## src/rtl/btn_mmio_if.sv

```systemverilog
// ============================================================================
// Module   : btn_mmio_if
// Brief    : CPU data-memory bus bundle for the btn_mmio register window.
// Revision : 1.0 - initial release
// ============================================================================
`default_nettype none

interface btn_mmio_if;
    logic        enabler;
    logic        write_enabler;
    logic [31:0] addr;
    logic [3:0]  select;
    logic [31:0] data_input;
    logic [31:0] data_output;

    modport master (
        output enabler, write_enabler, addr, select, data_input,
        input  data_output
    );

    modport slave (
        input  enabler, write_enabler, addr, select, data_input,
        output data_output
    );
endinterface

`default_nettype wire

```

## src/rtl/btn_mmio.sv

```systemverilog
// ============================================================================
// Module   : btn_mmio
// Brief    : Five debounced push-buttons with sticky press flags, press
//            counter and maskable level interrupt behind a 16-byte window.
// Revision : 1.0 - initial release
// ============================================================================
`default_nettype none

module btn_mmio #(
    parameter logic [31:0] BASE            = 32'h0000_1000,
    parameter int          DEBOUNCE_CYCLES = 20000
) (
    input  wire logic       clk,
    input  wire logic       rst,
    btn_mmio_if.slave       bus,
    input  wire logic [4:0] btn,
    output logic            irq
);

    localparam logic [15:0] c_cnt_last = 16'(DEBOUNCE_CYCLES - 1);
    localparam logic [1:0]  c_off_status = 2'd0;
    localparam logic [1:0]  c_off_edge   = 2'd1;
    localparam logic [1:0]  c_off_mask   = 2'd2;
    localparam logic [1:0]  c_off_count  = 2'd3;

    logic [4:0]  r_sync1;
    logic [4:0]  r_sync2;
    logic [4:0]  r_edge;
    logic [4:0]  r_mask;
    logic [15:0] r_count;

    logic [4:0]  w_stable;
    logic [4:0]  w_rise;
    logic [2:0]  w_npress;
    logic        w_hit;
    logic        w_wr;
    logic [1:0]  w_off;
    logic [4:0]  w_w1c;
    logic        w_unused_bits;

    assign w_hit = bus.enabler && (bus.addr[31:4] == BASE[31:4]);
    assign w_wr  = w_hit && bus.write_enabler;
    assign w_off = bus.addr[3:2];
    assign w_unused_bits = ^{bus.addr[1:0], bus.data_input[31:5]};

    always_ff @(posedge clk or posedge rst) begin
        if (rst) begin
            r_sync1 <= '0;
            r_sync2 <= '0;
        end else begin
            r_sync1 <= btn;
            r_sync2 <= r_sync1;
        end
    end

    for (genvar i = 0; i < 5; i++) begin : g_btn
        logic [15:0] r_cnt;
        logic        r_stable;

        // Counter runs only while the synchronized level disagrees with the accepted one.
        always_ff @(posedge clk or posedge rst) begin
            if (rst) begin
                r_cnt    <= '0;
                r_stable <= 1'b0;
            end else if (r_sync2[i] == r_stable) begin
                r_cnt <= '0;
            end else if (r_cnt == c_cnt_last) begin
                r_cnt    <= '0;
                r_stable <= r_sync2[i];
            end else begin
                r_cnt <= r_cnt + 16'd1;
            end
        end

        assign w_stable[i] = r_stable;
        assign w_rise[i]   = r_sync2[i] && !r_stable && (r_cnt == c_cnt_last);
    end

    always_comb begin
        w_npress = '0;
        for (int k = 0; k < 5; k++) begin
            w_npress = w_npress + {2'b00, w_rise[k]};
        end
    end

    assign w_w1c = (w_wr && (w_off == c_off_edge) && bus.select[0])
                   ? bus.data_input[4:0] : 5'd0;

    // Press events are OR-ed in after the W1C so a coincident set wins.
    always_ff @(posedge clk or posedge rst) begin
        if (rst) begin
            r_edge  <= '0;
            r_mask  <= '0;
            r_count <= '0;
        end else begin
            r_edge <= (r_edge & ~w_w1c) | w_rise;
            if (w_wr && (w_off == c_off_mask) && bus.select[0]) begin
                r_mask <= bus.data_input[4:0];
            end
            if (w_wr && (w_off == c_off_count) && (bus.select[0] || bus.select[1])) begin
                r_count <= {13'd0, w_npress};
            end else begin
                r_count <= r_count + {13'd0, w_npress};
            end
        end
    end

    always_comb begin
        bus.data_output = 32'h0;
        if (w_hit && !bus.write_enabler) begin
            case (w_off)
                c_off_status: bus.data_output = {27'd0, w_stable};
                c_off_edge:   bus.data_output = {27'd0, r_edge};
                c_off_mask:   bus.data_output = {27'd0, r_mask};
                c_off_count:  bus.data_output = {16'd0, r_count};
                default:      bus.data_output = 32'h0;
            endcase
        end
    end

    assign irq = |(r_edge & r_mask);

endmodule

`default_nettype wire

```

## src/flat_wrapper.sv

```systemverilog
// flat-port wrapper written by rule: the top's interface ports become plain ports
module btn_mmio_flat 
#(
    parameter logic [31:0] BASE            = 32'h0000_1000,
    parameter int          DEBOUNCE_CYCLES = 20000
)
  (clk, rst, btn, irq, bus_enabler, bus_write_enabler, bus_addr, bus_select, bus_data_input, bus_data_output);
  btn_mmio_if bus_i ();
  input  wire logic clk;
  input  wire logic rst;
  input  wire logic [4:0] btn;
  output logic irq;
  input wire logic [$bits(bus_i.enabler)-1:0] bus_enabler;
  input wire logic [$bits(bus_i.write_enabler)-1:0] bus_write_enabler;
  input wire logic [$bits(bus_i.addr)-1:0] bus_addr;
  input wire logic [$bits(bus_i.select)-1:0] bus_select;
  input wire logic [$bits(bus_i.data_input)-1:0] bus_data_input;
  output wire logic [$bits(bus_i.data_output)-1:0] bus_data_output;
  assign bus_i.enabler = bus_enabler;
  assign bus_i.write_enabler = bus_write_enabler;
  assign bus_i.addr = bus_addr;
  assign bus_i.select = bus_select;
  assign bus_i.data_input = bus_data_input;
  assign bus_data_output = bus_i.data_output;
  btn_mmio #(.BASE(BASE), .DEBOUNCE_CYCLES(DEBOUNCE_CYCLES)) u_core (.clk(clk), .rst(rst), .bus(bus_i), .btn(btn), .irq(irq));
endmodule
```

## config.mk

```make
export PLATFORM = sky130hd
export DESIGN_NAME = btn_mmio_flat
export DESIGN_NICKNAME = d
export VERILOG_FILES = /design/src/rtl/btn_mmio_if.sv /design/src/rtl/btn_mmio.sv /design/src/flat_wrapper.sv
export SDC_FILE = /design/constraint.sdc
export NUM_CORES = 1
export LEC_CHECK = 0
export ABC_CLOCK_PERIOD_IN_PS = 5200
export BUFFER_PORTS_ARGS = -buffer_cell sky130_fd_sc_hd__buf_2
export CAP_MARGIN = 20
export CORE_ASPECT_RATIO = 0.5
export CORE_MARGIN = 2
export CORE_UTILIZATION = 57
export CTS_CLUSTER_SIZE = 14
export DETAILED_ROUTE_END_ITERATION = 12
export GPL_TIMING_DRIVEN = 0
export PLACE_DENSITY = 0.81
export SLEW_MARGIN = 20
export SYNTH_ARGS = -nofsm -noshare
export SYNTH_HDL_FRONTEND = slang
export SYNTH_SLANG_ARGS = --single-unit
```

## constraint.sdc

```tcl
create_clock -name clk -period 5.2 [get_ports clk]
set_input_delay 0.52 -clock clk [delete_from_list [all_inputs] [get_ports clk]]
set_output_delay 0.52 -clock clk [all_outputs]
set_load 0.05 [all_outputs]
```

==> flow_summary.yaml <==
drt:
  post_drt_wl_per_cell_um: 15.5
  drtPass1Iterations: 4
  drc: 0
  routed_wl_mm: 13.6
  drtIter0Drc: 327
  ant_nets: 0
  via_count: 4954
  viasPerCell: 5.67
cts:
  cts_buffers: 17
  cts_resized: 0
  clk_path_buf_depth: 2
  postCtsHoldBufs: 0
  tritoncts: "yes"
  htreeDepth: 4
  clk_latency_ns: 0.41
  clkTransAtPathRegs_ns: 0.06
  post_cts_buffers: 0
  cts-root-buf: "clkbuf_16"
  cts_sinks: 121
place:
  gp_congestion: 0.851
  io_buffers: 59
  place_hpwl_mm: 9.07
synthesis:
  ys_types: 53
  synth_seq_cells: 121
  synthSimpleGateAreaFrac: 0.259
  synth_seq_area_share: 0.472
  synth_xor_area_frac: 0.0887
  async_flop_share: 1.00
  synth_fa_ha_area_frac: 0.0386
  ys.flop_type: "dfrtp_1"
  synth_top_family_by_area: "simple AND/OR/NAND/NOR gates"
  synthMuxAreaShare: 0.0325
  ys_warn_count: 0
  syn_area_mm2: 0.00642
  syn_area_per_cell_um2: 10.3
  synth_compound_area_frac: 0.0604
  synth_edf_count: 0
  syn_inst: 623
timing:
  fin_crit_ns: 4.75
  final.period_utilization: 0.913
  fmax_mhz: 211
  setup_violations: 0
  drv_slew: 0
  tns_ns: 0
  max-slew-margin-rel: 0.564
  tightest_slew_ns: 0.653
  hold_viol: 0
  fin_hold_ws_ns: 0.199
  rsz0062_at_grt: "no"
  skew_ns: 0.0110
worst_setup_path:
  cp_max_fo: 6
  crit_arrival_ns: 5.09
  end_kind: "flop"
  critical_path_class: "reg -> reg"
  path_delay_family: "adder cells"
  slowest_delay_ns: 0.51
  reg2reg_from: "u_core.g_btn[0].r_cnt[0]$_DFF_PP0_"
  path_cells: "ha_1 -> and4_1 -> clkbuf_1 -> and4_1 -> and2_1 -> ha_1 -> fa_1 -> ha_1 -> fa_1 -> inv_1 -> fa_1 -> nor2b_1 -> o2111ai_1 -> or3_1 -> a21oi_1"
  r2r-end: "u_core.r_count[14]$_DFF_PP0_"
  ff2ff_path_depth: 15
  slowest_stage: "fa_1"
  r2r_slack_ns: 0.45
  start_kind: "flop"
  crit_buf_inv: 2
  crit_required_ns: 5.54
final_layout:
  fin_nets: 812
  final_common_cell: "dfrtp_1"
  num_antenna_cells: 0
  area_growth_pct: 17.5
  final.fill_count: 800
  final_cell_mix: "dfrtp_1, nor2_1, buf_2"
  drive_above_1_share: 0.199
floorplan:
  rows: 27
  dieWidth_um: 154
  die_area_mm2: 0.0122
  core_area_mm2: 0.0110
  start_util: 0.585
  die_y_um: 79.1
  boundaryPins: 110
job:
  drv_cap: 0
worst_hold_path:
  min_path_type: "in -> async"
global_route:
  grt_pass1_vias: 4979
  overflow: 0
  gr-usage-met2: 0.425
  grt_pass1_wl_mm: 23.0
  grt_usage: 0.239
  use_met1: 0.286
  antenna_found_initial: 0
  grt_max_degree: 73
  grt_util_met3: 0.0535
  busiest_layer: "met2"
run_status:
  status: "finished clean"
power_and_ir_drop:
  leakagePower_uw: 0.00345
  power.density_mw_per_mm2: 293
  ir_drop_v: 0.000227
## how the worst max path moves through the flow
stage / from / endpoint / slack [ns] / depth (start not counted)
floorplan: u_core.g_btn[0].r_cnt[0]$_DFF_PP0_ / u_core.r_count[12]$_DFF_PP0_ / 0.95 / 15
global placement: rst / u_core.r_count[9]$_DFF_PP0_ / 0.17 / 2
detailed placement: u_core.g_btn[0].r_cnt[0]$_DFF_PP0_ / u_core.r_count[14]$_DFF_PP0_ / 0.51 / 15
CTS: u_core.g_btn[0].r_cnt[0]$_DFF_PP0_ / u_core.r_count[14]$_DFF_PP0_ / 0.40 / 15
global route: u_core.g_btn[0].r_cnt[0]$_DFF_PP0_ / u_core.r_count[14]$_DFF_PP0_ / 0.19 / 15
finish: u_core.g_btn[0].r_cnt[0]$_DFF_PP0_ / u_core.r_count[14]$_DFF_PP0_ / 0.45 / 15
## per-layer routing
metal	vias to the layer above	share of wire	wire length (µm)
li1	2357	-	-
met5	-	0	0
met4	0	0.019	258
met1	2422	0.44	5920
met2	146	0.49	6660
met3	29	0.053	723
## cell usage after synthesis, types with 2 or more instances
library cell | count | area [µm²]
dfrtp_1 | 121 | 3030
nor2_1 | 78 | 293
xor2_1 | 45 | 394
nand2_1 | 33 | 124
nand3_1 | 28 | 140
inv_1 | 27 | 101
a21oi_1 | 23 | 115
and4_1 | 20 | 175
xnor2_1 | 20 | 175
nand4_1 | 19 | 119
and2_1 | 17 | 106
buf_4 | 17 | 128
ha_1 | 15 | 188
clkbuf_1 | 14 | 52.6
o21ai_0 | 13 | 65.1
or3_1 | 13 | 81.3
o31ai_1 | 12 | 90.1
nor3b_1 | 9 | 67.6
and3_1 | 8 | 50.1
or4_1 | 8 | 60.1
nor4_1 | 6 | 37.5
or2_2 | 6 | 37.5
a31o_2 | 5 | 43.8
buf_2 | 5 | 25.0
mux2_2 | 5 | 56.3
mux4_2 | 5 | 113
nor3_1 | 5 | 25.0
nor4b_1 | 5 | 43.8
nand2b_1 | 4 | 25.0
nor4_4 | 4 | 85.1
fa_1 | 3 | 60.1
nor4bb_1 | 3 | 30.0
a21o_1 | 2 | 15.0
and4b_1 | 2 | 20.0
mux2_4 | 2 | 30.0
nand4_4 | 2 | 42.5
nor4_2 | 2 | 25.0
o2111ai_1 | 2 | 17.5
## worst reg2reg max path, cell delays in order (launching register included)
cell and delay, ns:
dfrtp_1 0.39, ha_1 0.22, and4_1 0.20, clkbuf_1 0.23, and4_1 0.31, and2_1 0.19, ha_1 0.27, fa_1 0.50
ha_1 0.23, fa_1 0.51, inv_1 0.08, fa_1 0.44, nor2b_1 0.29, o2111ai_1 0.27, or3_1 0.41, a21oi_1 0.15
## kinds of logic (layout without fill, tap and decap cells)
kind of cell / after synthesis / count (layout)
simple gates: 279 / 279
fa+ha+maj: 18 / 18
compound gates: 62 / 62
buf+inv: 64 / 155
other cells: 1 / 16
xor+xnor: 65 / 65
mux: 13 / 13
flops: 121 / 121
## layout make-up
class / count / area, µm² / area share
Clock buffer: 24 / 492 / 0.0652
Buffer: 37 / 210 / 0.0279
Inverter: 27 / 106 / 0.0141
Sequential cell: 121 / 3030 / 0.401
Tap cell: 145 / 181 / 0.0240
Clock inverter: 7 / 67.6 / 0.00895
Timing Repair Buffer: 60 / 323 / 0.0428
Multi-Input combinational cell: 453 / 3140 / 0.416
## report_power, final
part / leakage [µW] / internal (µW) / switching [µW]
Combinational: 0.00160 / 42.5 / 82.8
Clock: 0.000268 / 702 / 413
Sequential: 0.00158 / 956 / 11.7
## registers in the layout (all words and copies together), names as in the netlist
name	count
u_core.r_count	16
u_core.g_btn.r_cnt	80
u_core.r_sync1	5
u_core.r_sync2	5
u_core.r_mask	5
u_core.g_btn.r_stable	5
u_core.r_edge	5
## stage by stage
stage	utilization	setup WS (ns)	area, µm²	std cells	total power [µW]
CTS	0.687	0.405	7550	874	2220
global route	0.687	0.195	7550	874	2280
detailed placement	0.636	0.508	6990	843	1110
floorplan	-	0.949	6480	638	1070
global placement	0.633	0.174	6950	842	1100
finish	0.687	0.451	7550	874	2210
(Power assumes the default switching activity.)
